<file path="config.mk">
export PLATFORM = sky130hd
export DESIGN_NAME = score_time_display
export DESIGN_NICKNAME = d
export VERILOG_FILES = /design/src/rtl/score_time_display_pkg.sv /design/src/rtl/score_time_display_bin2bcd_shift.sv /design/src/rtl/score_time_display.sv
export SDC_FILE = /design/constraint.sdc
export NUM_CORES = 1
export LEC_CHECK = 0
export BUFFER_PORTS_ARGS = -buffer_cell sky130_fd_sc_hd__buf_2
export CELL_PAD_IN_SITES_DETAIL_PLACEMENT = 1
export CELL_PAD_IN_SITES_GLOBAL_PLACEMENT = 1
export CORE_UTILIZATION = 45
export DETAILED_ROUTE_END_ITERATION = 7
export PLACE_DENSITY_LB_ADDON = 0.1
export RECOVER_POWER = 50
export SLEW_MARGIN = 15
export SYNTH_ARGS = -nofsm -noshare
export SYNTH_HDL_FRONTEND = slang
export SYNTH_SLANG_ARGS = --single-unit
</file>
<file path="constraint.sdc">
create_clock -name clock -period 5.4 [get_ports clock]
set_input_delay 1.08 -clock clock [delete_from_list [all_inputs] [get_ports clock]]
set_output_delay 1.08 -clock clock [all_outputs]
set_load 0.005 [all_outputs]
</file>
<file path="src/rtl/score_time_display_pkg.sv">
// Shared constants for the score/time seven-segment driver: active-low
// segment patterns {g,f,e,d,c,b,a}, digit indices and conversion FSM states.
package score_time_display_pkg;

    localparam logic [6:0] SEG_0     = 7'h40;
    localparam logic [6:0] SEG_1     = 7'h79;
    localparam logic [6:0] SEG_2     = 7'h24;
    localparam logic [6:0] SEG_3     = 7'h30;
    localparam logic [6:0] SEG_4     = 7'h19;
    localparam logic [6:0] SEG_5     = 7'h12;
    localparam logic [6:0] SEG_6     = 7'h02;
    localparam logic [6:0] SEG_7     = 7'h78;
    localparam logic [6:0] SEG_8     = 7'h00;
    localparam logic [6:0] SEG_9     = 7'h10;
    localparam logic [6:0] SEG_BLANK = 7'h7F;
    localparam logic [3:0] ANODE_OFF = 4'hF;

    localparam logic [1:0] DIG_S_ONES = 2'd0;
    localparam logic [1:0] DIG_S_TENS = 2'd1;
    localparam logic [1:0] DIG_T_ONES = 2'd2;
    localparam logic [1:0] DIG_T_TENS = 2'd3;

    localparam int TIME_MAX = 99;

    typedef enum logic [1:0] {
        ST_IDLE    = 2'd0,
        ST_SHIFT_S = 2'd1,
        ST_SHIFT_T = 2'd2,
        ST_COMMIT  = 2'd3
    } conv_state_t;

    function automatic logic [6:0] seg_decode(input logic [3:0] bcd);
        logic [6:0] seg;
        case (bcd)
            4'd0:    seg = SEG_0;
            4'd1:    seg = SEG_1;
            4'd2:    seg = SEG_2;
            4'd3:    seg = SEG_3;
            4'd4:    seg = SEG_4;
            4'd5:    seg = SEG_5;
            4'd6:    seg = SEG_6;
            4'd7:    seg = SEG_7;
            4'd8:    seg = SEG_8;
            4'd9:    seg = SEG_9;
            default: seg = SEG_BLANK;
        endcase
        return seg;
    endfunction

endpackage

</file>
<file path="src/rtl/score_time_display_bin2bcd_shift.sv">
// Sequential double-dabble: one add-3-then-shift step per i_shift, two BCD
// digits out. Exposes the post-step value so the caller can latch on the last step.
module score_time_display_bin2bcd_shift #(
    parameter int BIN_W = 7
) (
    input  logic             clock,
    input  logic             reset,
    input  logic             i_load,
    input  logic             i_shift,
    input  logic [BIN_W-1:0] i_bin,
    output logic [3:0]       o_tens_nxt,
    output logic [3:0]       o_ones_nxt,
    output logic             o_last
);
    localparam int CNT_W = $clog2(BIN_W + 1);

    logic [BIN_W-1:0] r_bin;
    logic [3:0]       r_tens;
    logic [3:0]       r_ones;
    logic [CNT_W-1:0] r_cnt;

    logic [3:0]       w_tens_adj;
    logic [3:0]       w_ones_adj;
    logic [BIN_W+7:0] w_shifted;

    assign w_tens_adj = (r_tens >= 4'd5) ? r_tens + 4'd3 : r_tens;
    assign w_ones_adj = (r_ones >= 4'd5) ? r_ones + 4'd3 : r_ones;
    // Values never exceed 99, so the bit leaving the tens digit is always 0.
    assign w_shifted  = {w_tens_adj[2:0], w_ones_adj, r_bin, 1'b0};

    assign o_tens_nxt = w_shifted[BIN_W+7:BIN_W+4];
    assign o_ones_nxt = w_shifted[BIN_W+3:BIN_W];
    assign o_last     = (r_cnt == CNT_W'(BIN_W - 1));

    always_ff @(posedge clock or posedge reset) begin
        if (reset) begin
            r_bin  <= '0;
            r_tens <= '0;
            r_ones <= '0;
            r_cnt  <= '0;
        end else if (i_load) begin
            r_bin  <= i_bin;
            r_tens <= '0;
            r_ones <= '0;
            r_cnt  <= '0;
        end else if (i_shift) begin
            r_bin  <= w_shifted[BIN_W-1:0];
            r_tens <= o_tens_nxt;
            r_ones <= o_ones_nxt;
            r_cnt  <= r_cnt + 1'b1;
        end
    end

endmodule

</file>
<file path="src/rtl/score_time_display.sv">
// Four-digit common-anode driver: time remaining on the left pair, score on the
// right pair; values converted to BCD serially and committed to the display atomically.
module score_time_display
    import score_time_display_pkg::*;
#(
    parameter int SCORE_W      = 6,
    parameter int TIME_W       = 7,
    parameter int SHIFT_CYCLES = 7
) (
    input  logic              clock,
    input  logic              reset,
    input  logic              displayTick,
    input  logic              displayEnable,
    input  logic [SCORE_W-1:0] score,
    input  logic [TIME_W-1:0]  timeLeft,
    output logic [3:0]        anode,
    output logic [6:0]        segment,
    output logic              convBusy
);
    conv_state_t r_state, w_state_nxt;

    logic [SCORE_W-1:0]      r_snap_score;
    logic [TIME_W-1:0]       r_snap_time;
    logic [3:0]              r_pend_s_tens, r_pend_s_ones, r_pend_t_tens, r_pend_t_ones;
    logic [3:0]              r_disp_s_tens, r_disp_s_ones, r_disp_t_tens, r_disp_t_ones;
    logic [1:0]              r_idx;
    logic [3:0]              r_anode;
    logic [6:0]              r_segment;

    logic [TIME_W-1:0]       w_time_sat;
    logic                    w_mismatch;
    logic                    w_load, w_shift, w_capture, w_latch_s, w_latch_t, w_commit;
    logic [SHIFT_CYCLES-1:0] w_eng_bin;
    logic [3:0]              w_eng_tens, w_eng_ones;
    logic                    w_eng_last;
    logic [1:0]              w_idx_nxt;
    logic [3:0]              w_anode_nxt;
    logic [6:0]              w_seg_nxt;

    // Saturate before the compare so 100..127 all look identical to the FSM.
    assign w_time_sat = (timeLeft > TIME_W'(TIME_MAX)) ? TIME_W'(TIME_MAX) : timeLeft;
    assign w_mismatch = ({score, w_time_sat} != {r_snap_score, r_snap_time});
    assign convBusy   = (r_state != ST_IDLE);

    // Score loads straight from the port on the capture edge; time from the snapshot later.
    assign w_eng_bin = (r_state == ST_IDLE) ? SHIFT_CYCLES'(score) : SHIFT_CYCLES'(r_snap_time);

    score_time_display_bin2bcd_shift #(
        .BIN_W (SHIFT_CYCLES)
    ) u_bcd (
        .clock      (clock),
        .reset      (reset),
        .i_load     (w_load),
        .i_shift    (w_shift),
        .i_bin      (w_eng_bin),
        .o_tens_nxt (w_eng_tens),
        .o_ones_nxt (w_eng_ones),
        .o_last     (w_eng_last)
    );

    always_ff @(posedge clock or posedge reset) begin
        if (reset) r_state <= ST_IDLE;
        else       r_state <= w_state_nxt;
    end

    always_comb begin
        w_state_nxt = r_state;
        w_load      = 1'b0;
        w_shift     = 1'b0;
        w_capture   = 1'b0;
        w_latch_s   = 1'b0;
        w_latch_t   = 1'b0;
        w_commit    = 1'b0;
        case (r_state)
            ST_IDLE: begin
                if (w_mismatch) begin
                    w_capture   = 1'b1;
                    w_load      = 1'b1;
                    w_state_nxt = ST_SHIFT_S;
                end
            end
            ST_SHIFT_S: begin
                w_shift = 1'b1;
                if (w_eng_last) begin
                    w_latch_s   = 1'b1;
                    w_load      = 1'b1;
                    w_state_nxt = ST_SHIFT_T;
                end
            end
            ST_SHIFT_T: begin
                w_shift = 1'b1;
                if (w_eng_last) begin
                    w_latch_t   = 1'b1;
                    w_state_nxt = ST_COMMIT;
                end
            end
            ST_COMMIT: begin
                w_commit    = 1'b1;
                w_state_nxt = ST_IDLE;
            end
            default: w_state_nxt = ST_IDLE;
        endcase
    end

    always_ff @(posedge clock or posedge reset) begin
        if (reset) begin
            r_snap_score  <= '0;
            r_snap_time   <= '0;
            r_pend_s_tens <= '0;
            r_pend_s_ones <= '0;
            r_pend_t_tens <= '0;
            r_pend_t_ones <= '0;
            r_disp_s_tens <= '0;
            r_disp_s_ones <= '0;
            r_disp_t_tens <= '0;
            r_disp_t_ones <= '0;
        end else begin
            if (w_capture) begin
                r_snap_score <= score;
                r_snap_time  <= w_time_sat;
            end
            if (w_latch_s) begin
                r_pend_s_tens <= w_eng_tens;
                r_pend_s_ones <= w_eng_ones;
            end
            if (w_latch_t) begin
                r_pend_t_tens <= w_eng_tens;
                r_pend_t_ones <= w_eng_ones;
            end
            // All four digits change together so a half-updated pair is never shown.
            if (w_commit) begin
                r_disp_s_tens <= r_pend_s_tens;
                r_disp_s_ones <= r_pend_s_ones;
                r_disp_t_tens <= r_pend_t_tens;
                r_disp_t_ones <= r_pend_t_ones;
            end
        end
    end

    assign w_idx_nxt   = r_idx + 2'd1;
    assign w_anode_nxt = ~(4'b0001 << w_idx_nxt);

    always_comb begin
        w_seg_nxt = SEG_BLANK;
        case (w_idx_nxt)
            DIG_T_TENS: w_seg_nxt = (r_disp_t_tens == 4'd0) ? SEG_BLANK : seg_decode(r_disp_t_tens);
            DIG_T_ONES: w_seg_nxt = seg_decode(r_disp_t_ones);
            DIG_S_TENS: w_seg_nxt = (r_disp_s_tens == 4'd0) ? SEG_BLANK : seg_decode(r_disp_s_tens);
            DIG_S_ONES: w_seg_nxt = seg_decode(r_disp_s_ones);
            default:    w_seg_nxt = SEG_BLANK;
        endcase
    end

    always_ff @(posedge clock or posedge reset) begin
        if (reset) begin
            r_idx     <= 2'd0;
            r_anode   <= ANODE_OFF;
            r_segment <= SEG_BLANK;
        end else if (displayTick) begin
            r_idx <= w_idx_nxt;
            if (displayEnable) begin
                r_anode   <= w_anode_nxt;
                r_segment <= w_seg_nxt;
            end else begin
                r_anode   <= ANODE_OFF;
                r_segment <= SEG_BLANK;
            end
        end
    end

    assign anode   = r_anode;
    assign segment = r_segment;

endmodule

</file>
## After elaboration in Yosys (flattened, before gate mapping)

Memories as Yosys holds them, arrays and structs flattened.
Index checks and enable logic that the tools add are counted.

- Word-level logic and storage cells: 79
- Memory bits (read-only): 448
- Input bits: 17
- Register bits: 78
- Memories: 4

- Bitwise gates (word level): 1
- Eq/ne operators: 11
- Muxes and demuxes: 29
- Shift-type cells: 1
- Reductions and logical operators: 8
- Add/sub/neg operators: 4
- Magnitude comparators: 3

Memory list:

| name | depth | width | read ports | clocked after Yosys merged registers in | write ports | RTL line | source |
|---|---|---|---|---|---|---|---|
| (name not given) | 16 | 7 | 1 | 0 | 0 | score_time_display_pkg.sv:34 | `case (bcd)` |
| (name not given) | 16 | 7 | 1 | 0 | 0 | score_time_display_pkg.sv:34 |  |
| (name not given) | 16 | 7 | 1 | 0 | 0 | score_time_display_pkg.sv:34 |  |
| (name not given) | 16 | 7 | 1 | 0 | 0 | score_time_display_pkg.sv:34 |  |

Operators by type and width:

| kind | count |
|---|---|
| 7-bit 2-to-1 mux | 7 |
| 7-bit case mux with 4 select lines | 1 |
| 4-bit 2-to-1 mux | 6 |
| 13-bit != test | 1 |
| 3-bit 2-to-1 mux | 3 |
| 2-bit == test, second input constant | 4 |
| 4-bit by 3-bit >= comparator with 1-bit output, second input constant | 2 |
| 4-bit zero test | 2 |
| 2-bit case mux with 4 select lines | 1 |
| 7-bit > comparator, second input constant | 1 |
| 1-bit 2-to-1 mux | 7 |
| 2-bit 2-to-1 mux | 3 |
| 4-bit by 2-bit adder with 4-bit output, second input constant | 1 |
| 2-bit by 1-bit == test with 1-bit output, second input constant | 2 |
| 2-bit zero test | 2 |
| 2-bit by 1-bit != test with 1-bit output, second input constant | 2 |
| 4-bit NOT | 1 |
| 2-bit nonzero test | 2 |
| 1-bit by 2-bit left shift with 4-bit output, first input constant | 1 |
| 3-bit by 1-bit adder with 3-bit output, second input constant | 1 |
| 3-bit by 2-bit adder with 3-bit output, second input constant | 1 |
| 3-bit == test, second input constant | 1 |
| 3-bit AND reduction | 1 |
| 2-bit by 1-bit adder with 2-bit output, second input constant | 1 |
| other kinds (3) | 3 |

## Logic depth before layout (Yosys ltp)

Gate-level depths: netlist of the first run.

- Word-level depth: 6
- Depth in mapped cells: 8
- Depth with buffers taken out: 7

## By module

Synthesis of the first run repeated with hierarchy kept, for this count alone.

- Cell total of the unflattened synthesis: 490
- Area, all modules: 4,838.4 sq um

By module, submodules not included:

| module | cells an instance | times used | area each (sq um) | seq. area each (sq um) |
|---|---|---|---|---|
| score_time_display | 377 | 1 | 3,777.4 | 1,515.2 |
| score_time_display_bin2bcd_shift | 113 | 1 | 1,061.0 | 450.4 |

## Least setup slack after synthesis of the first run

No wires, ideal clock.

- Path kind: input -> register
- Start: input timeLeft[4]
- End: register r_snap_score[0]
- Arrival: 2,495 ps
- Required time: 5,273 ps
- Stages: 6
- Slack: 2,778 ps
- Path through: nor2b_1 > and4_1 > o311a_1 > a31oi_4 > buf_6 > mux2_1

- Word-level cells in the longest chain between the ends: 5

Ends and longest elaborated chain:

| what | RTL line | source |
|---|---|---|
| start: declaration | score_time_display.sv:15 | `input logic [TIME_W-1:0] timeLeft,` |
| 7-bit > comparator | score_time_display.sv:41 | `assign w_time_sat = (timeLeft > TIME_W'(TIME_MAX)) ? TIME_W'(TIME_MAX) : timeLeft;` |
| 7-bit 2-to-1 mux * | score_time_display.sv:41 |  |
| 13-bit != test * | score_time_display.sv:42 | `assign w_mismatch = ({score, w_time_sat} != {r_snap_score, r_snap_time});` |
| 1-bit 2-to-1 mux * | score_time_display.sv:76 | `if (w_mismatch) begin` |
| 1-bit 2-to-1 mux * | score_time_display.sv:74 | `case (r_state)` |
| end signal: assignment | score_time_display.sv:119 | `r_snap_score <= score;` |
| end: declaration | score_time_display.sv:22 | `logic [SCORE_W-1:0] r_snap_score;` |

Every way passes the cells marked *; elsewhere a longest branch is shown, timed or not.
A chain may end at the register's enable or synchronous reset.

## Worst setup path after layout of the first run

- Start: input timeLeft[3]
- End: register r_snap_score[4]

The elaborated chain is that of the path after synthesis.

==> results of run 1 <==
-- report_power, final --
group          internal, mW  leakage (nW)  total, mW  switching [mW]
combinational         0.662          1.22       1.51           0.849
clock                 0.272         0.110      0.493           0.221
sequential            0.853         0.968       1.09           0.236
total                  1.79          2.30       3.09            1.31
-- cell type report --
cell class | instances | area, um2
Clock inverter | 4 | 70.07
Fill cell | 1175 | 5090
Multi-Input combinational cell | 350 | 2507
Tap cell | 136 | 170.2
Clock buffer | 12 | 145.1
Timing Repair Buffer | 29 | 146.4
Inverter | 36 | 136.4
Sequential cell | 78 | 1966
-- synthesized netlist by cell type (3+ instances only) --
| cell type | count | area share, % |
|---|---|---|
| nand3_1 | 5 | 0.53 |
| o221a_2 | 3 | 0.72 |
| o31ai_1 | 6 | 0.95 |
| o21ai_0 | 46 | 4.9 |
| ha_1 | 37 | 9.8 |
| mux2i_1 | 13 | 2.8 |
| xnor2_1 | 6 | 1.1 |
| nand2b_1 | 12 | 1.6 |
| or3b_2 | 4 | 0.74 |
| nor2_1 | 30 | 2.4 |
| o22a_1 | 3 | 0.56 |
| o211ai_1 | 8 | 1.3 |
| o22ai_1 | 3 | 0.40 |
| a31oi_1 | 5 | 0.66 |
| xor2_1 | 10 | 1.9 |
| dfstp_2 | 11 | 6.1 |
| nor4_1 | 3 | 0.40 |
| nand2_1 | 48 | 3.8 |
| o221ai_1 | 7 | 1.3 |
| and2_1 | 4 | 0.53 |
| mux2_2 | 14 | 3.3 |
| a22oi_1 | 3 | 0.48 |
| inv_1 | 35 | 2.8 |
| clkbuf_1 | 21 | 1.7 |
| nor3_1 | 14 | 1.5 |
| a21oi_1 | 26 | 2.8 |
| dfrtp_1 | 67 | 36 |
| mux2_1 | 6 | 1.4 |
-- cells by family (layout without fill, tap and decap cells) --
| family | count (synthesis) | after routing | synth area share [%] |
|---|---|---|---|
| compound gates | 131 | 131 | 19.09 |
| xor+xnor | 18 | 18 | 3.660 |
| fa+ha+maj | 37 | 37 | 9.812 |
| buf+inv | 60 | 81 | 5.038 |
| flops | 78 | 78 | 41.66 |
| mux | 33 | 33 | 7.531 |
| simple gates | 131 | 131 | 13.21 |
-- tightest hold or removal path: stages, from the launching register on --
cell	delay, ns
dfrtp_1	0.35
nand2_1	0.04
o21ai_0	0.06
-- metal layers --
layer  track usage (%)  up-vias  wire [um]
met5                 0        -          0
met4             6.837        0        172
met3             4.261       11        235
met2             37.09       41       5322
met1             26.02     1733       4873
li1                  -     1750          -
-- per-stage QoR --
step           power (mW)  setup WS, ns
2_1_floorplan       2.231         2.343
3_3_place_gp        2.558         2.216
3_5_place_dp        2.634         2.103
4_1_cts             3.139         2.394
5_1_grt             3.373         2.289
6_report            3.093         2.390
-- state kept, by name (all words and copies together) (netlist names), 6 cells and up --
register,flops
r_snap_time,7
u_bcd.r_bin,7
segment,7
r_snap_score,6
-- final timing paths --
check / startpoint / to / slack, ns / cells after the start
setup reg to reg: r_state[0] / r_snap_score[4] / 2.81 / 5
hold reg to reg: r_pend_t_ones[3] / r_pend_t_ones[3] / 0.49 / 2
hold / removal: r_pend_t_ones[3] / r_pend_t_ones[3] / 0.49 / 2
min in group asynchronous: reset / r_snap_score[1] / 1.00 / 2
setup / recovery: timeLeft[3] / r_snap_score[4] / 2.39 / 6
max in group asynchronous: reset / u_bcd.r_tens[3] / 3.20 / 3
==> results.yml, run 1 <==
sta:
  finalSetupViolCount: 0
  period_share_pct: 55.75
  slew_viol_final: 0
  worst_pin_slew_ns: 1.317
  fmax_mhz: 332.2
  hold_violations: 0
  rsz0062_at_grt: "false"
  hold_ws_ns: 0.4861
  fin_skew_ns: 0.006686
  post-route-min-period_ns: 3.010
  max_slew_margin_pct: 11.74
  setup_tns_ns: 0
finish:
  layout-drive-gt1-share_pct: 16.31
  final_area_um2: 5141
  layout_common_cells: "dfrtp_1 (67), nand2_1 (48), o21ai_0 (46)"
  final_util_pct: 50.25
  antenna_cells: 0
  nNetsFinal: 558
  area_growth_pct: 8.963
  mostFrequentLayoutCell: "dfrtp_1"
  finalNonFillerCells: 645
synth:
  synthArstFlopShare_pct: 100.0
  synthesis.area_um2: 4718
  synth_cell_type_count: 56
  syn_area_per_cell_um2: 9.669
  synthCells: 488
  synth_warnings: 0
  synth_nets: 542
  synth_edf_count: 0
  ys_dominant_reg_cell: "dfrtp_1"
  ys_ff_latch: 78
  yosysSeqAreaShare_pct: 41.66
worst_setup_path:
  cp.arrival_ns: 3.26
  crit_required_ns: 5.65
  slowest_delay_ns: 0.68
  path_delay_family: "compound AO/OA/AOI/OAI gates"
  slowest_stage: "a31oi_4"
  crit_type: "in2reg"
  path_cells: "buf_2 -> o311a_1 -> nor2_1 -> xor2_2 -> a31oi_4 -> mux2_2"
  start_kind: "primary input"
  cp_max_fo: 22
  cp-end-kind: "flip-flop"
  worst-path-buf-inv: 1
clock_tree:
  cts_sinks: 78
  clock_path_buffers: 2
  clockRootBuffer: "clkbuf_8"
  numCtsBuffers: 9
  post_cts_buffers: 0
  htreeDepth: 3
  holdBufCountCts: 0
  cts_tree: "done"
  clkTransAtPathRegs_ns: 0.08
  clkLatencyLatePin_ns: 0.36
  cts-resized-gates: 0
die:
  die_w_um: 104.4
  core-area_um2: 10230
  die_height_um: 104.4
  die_area_um2: 10900
  num_rows: 37
  io_pins: 29
  initial_utilization_pct: 46.12
global_route:
  grtUsageTotal_pct: 21.20
  antenna_found_initial: 0
  grt_max_degree: 52
  grt-ovfl-total: 0
  grt_pass1_vias: 3712
  grt_pass1_wl_um: 18260
routing:
  via_count: 3535
  firstDrtPassIters: 4
  vias_per_cell: 5.481
  wirelength_um: 10600
  antenna_left: 0
  avgRoutedWirePerCell_um: 16.44
  drt_iter0_markers: 118
  drc_errors: 0
placement:
  dp.cells: 629
  portBuffers: 28
  gp_congestion: 0.8024
  dp_hpwl_um: 7831
  dpl-instance-area_um2: 4935
power_and_ir_drop:
  vdd_drop_max_mv: 0.4848
  p_per_area_nw_per_um2: 601.6
  p_leak_nw: 2.296
outcome:
  status: "complete, no violations"
min_path:
  hp-class: "reg2reg"
flow_run:
  drv_cap: 0
(Power assumes the default switching activity.)
==> run 2: changes to the inputs <==
CORE_UTILIZATION = 43   (was 45)
clock period = 2.7 ns   (was 5.4 ns; I/O delays follow)
==> run 2 against run 1 <==
Net effect: the flow now finishes with violations (max-capacitance violations, max-slew violations); sequential power rose by 100%; global-route usage fell by 0.68 points; core utilization fell by 0.21 points; final cell count rose by 0.93%; combinational power rose by 100%; cell area rose by 1.8%; clock power rose by 120%; setup slack got worse by 1.9 ns; clock skew rose by 0.0088 ns; largest power group unchanged.
==> results.yml, run 2 (synthesis results as in run 1) <==
finish:
  final_util_pct: 50.04
  final_area_um2: 5235
  nNetsFinal: 565
  antenna_cells: 0
  fillCellCount: 1235
  layout-drive-gt1-share_pct: 17.86
  mostFrequentLayoutCell: "dfrtp_1"
  finalNonFillerCells: 651
  layout_common_cells: "dfrtp_1 (67), nand2_1 (48), o21ai_0 (46)"
  area_growth_pct: 10.95
worst_setup_path:
  cp_max_fo: 21
  r2r-start: "r_state[1]"
  crit_cells: 5
  slowest_delay_ns: 0.91
  path_cells: "inv_1 -> ha_1 -> buf_4 -> mux2_2 -> nor3_1"
  worstReg2RegEnd: "u_bcd.r_tens[1]"
  worst-path-buf-inv: 2
  cp.arrival_ns: 2.48
  start_kind: "flip-flop"
  path_delay_family: "adder cells"
  reg2reg_depth: 5
  cp-end-kind: "flip-flop"
  slowest_stage: "ha_1"
  r2r_setup_slack_ns: 0.49
  crit_type: "reg2reg"
  crit_end: "u_bcd.r_tens[1]"
  crit_required_ns: 2.97
  setup.worst_path.start: "r_state[1]"
sta:
  fin_skew_ns: 0.01548
  worst_pin_slew_ns: 1.532
  hold_violations: 0
  slew_viol_final: 33
  setup_tns_ns: 0
  finalSetupViolCount: 0
  fmax_mhz: 451.6
  worst_slack_ns: 0.4857
  rsz0062_at_grt: "false"
  period_share_pct: 82.01
  max_slew_margin_pct: -2.708
  post-route-min-period_ns: 2.214
clock_tree:
  htreeDepth: 3
  clkTransAtPathRegs_ns: 0.09
  holdBufCountCts: 0
  clockRootBuffer: "clkbuf_8"
  numCtsBuffers: 9
  clock_path_buffers: 2
  cts_tree: "done"
  clkLatencyLatePin_ns: 0.36
  cts_sinks: 78
  post_cts_buffers: 0
  cts-resized-gates: 0
die:
  die_area_um2: 11400
  die_height_um: 106.8
  io_pins: 29
  die_w_um: 106.8
  initial_utilization_pct: 45.10
  core-area_um2: 10460
  num_rows: 37
power_and_ir_drop:
  p_leak_nw: 2.347
  vdd_drop_max_mv: 0.6573
  p_per_area_nw_per_um2: 1211
global_route:
  grt-ovfl-total: 0
  grt_pass1_vias: 3699
  grt_pass1_wl_um: 18260
  grtUsageTotal_pct: 20.52
  antenna_found_initial: 0
  grt_max_degree: 47
placement:
  portBuffers: 28
  dpl-instance-area_um2: 5000
  gp_congestion: 0.7838
  dp.cells: 636
  pre_cts_slack_ns: 0.1651
  dp_hpwl_um: 8008
flow_run:
  drv_cap: 1
routing:
  antenna_left: 0
  drt_iter0_markers: 146
  firstDrtPassIters: 5
  avgRoutedWirePerCell_um: 16.31
  vias_per_cell: 5.439
  wirelength_um: 10620
  via_count: 3541
  drc_errors: 0
outcome:
  violations: "max-capacitance violations, max-slew violations"
  status: "complete, but fails checks"
min_path:
  hp-class: "in2reg"
-- run 2: cell types whose count changed in the layout (fill, tap and decap cells not counted), sizes merged --
cell / change
buf: +7
bufinv: +1
clkbuf: -1
clkinv: -1
-- run 2: power by group --
| part | total, mW | switching, mW | internal, mW |
|---|---|---|---|
| registers | 2.19 | 0.487 | 1.70 |
| logic | 3.08 | 1.70 | 1.38 |
| clock network | 1.07 | 0.434 | 0.634 |
-- run 2: metrics by stage --
step / power (mW) / hold WS (ns)
global placement: 5.185 / 0.4603
CTS: 6.413 / 0.2267
global route: 6.918 / 0.4335
floorplan: 4.462 / 0.4444
finish: 6.341 / 0.4314
detailed placement: 5.320 / 0.4717
-- run 2: how the worst min path moves through the flow --
stage / start / to / depth (start not counted)
3_3_place_gp: r_pend_t_ones[2] / r_pend_t_ones[2] / 2
3_5_place_dp: r_pend_s_tens[0] / r_pend_s_tens[0] / 2
5_1_grt: displayEnable / anode[2] / 2
2_1_floorplan: r_pend_t_ones[0] / r_disp_t_ones[0] / 2
4_1_cts: reset / r_snap_score[5] / 2
6_report: score[5] / r_snap_score[5] / 2
-- run 2: metal layers --
layer	vias up	GRT usage, %	part of all wire [%]
met5	-	0	0
met4	0	6.164	1.1
met3	10	3.951	1.9
met2	33	33.96	48
met1	1743	27.17	49
li1	1755	-	-
-- run 2: layout make-up --
cell class	instances	area (um2)	share of cell area, %
inverter	36	136.4	2.605
tap	136	170.2	3.250
timing repair buffer	36	211.5	4.039
sequential	78	1966	37.55
multi-input combinational	350	2515	48.04
clock buffer	11	141.4	2.701
clock inverter	4	95.09	1.816
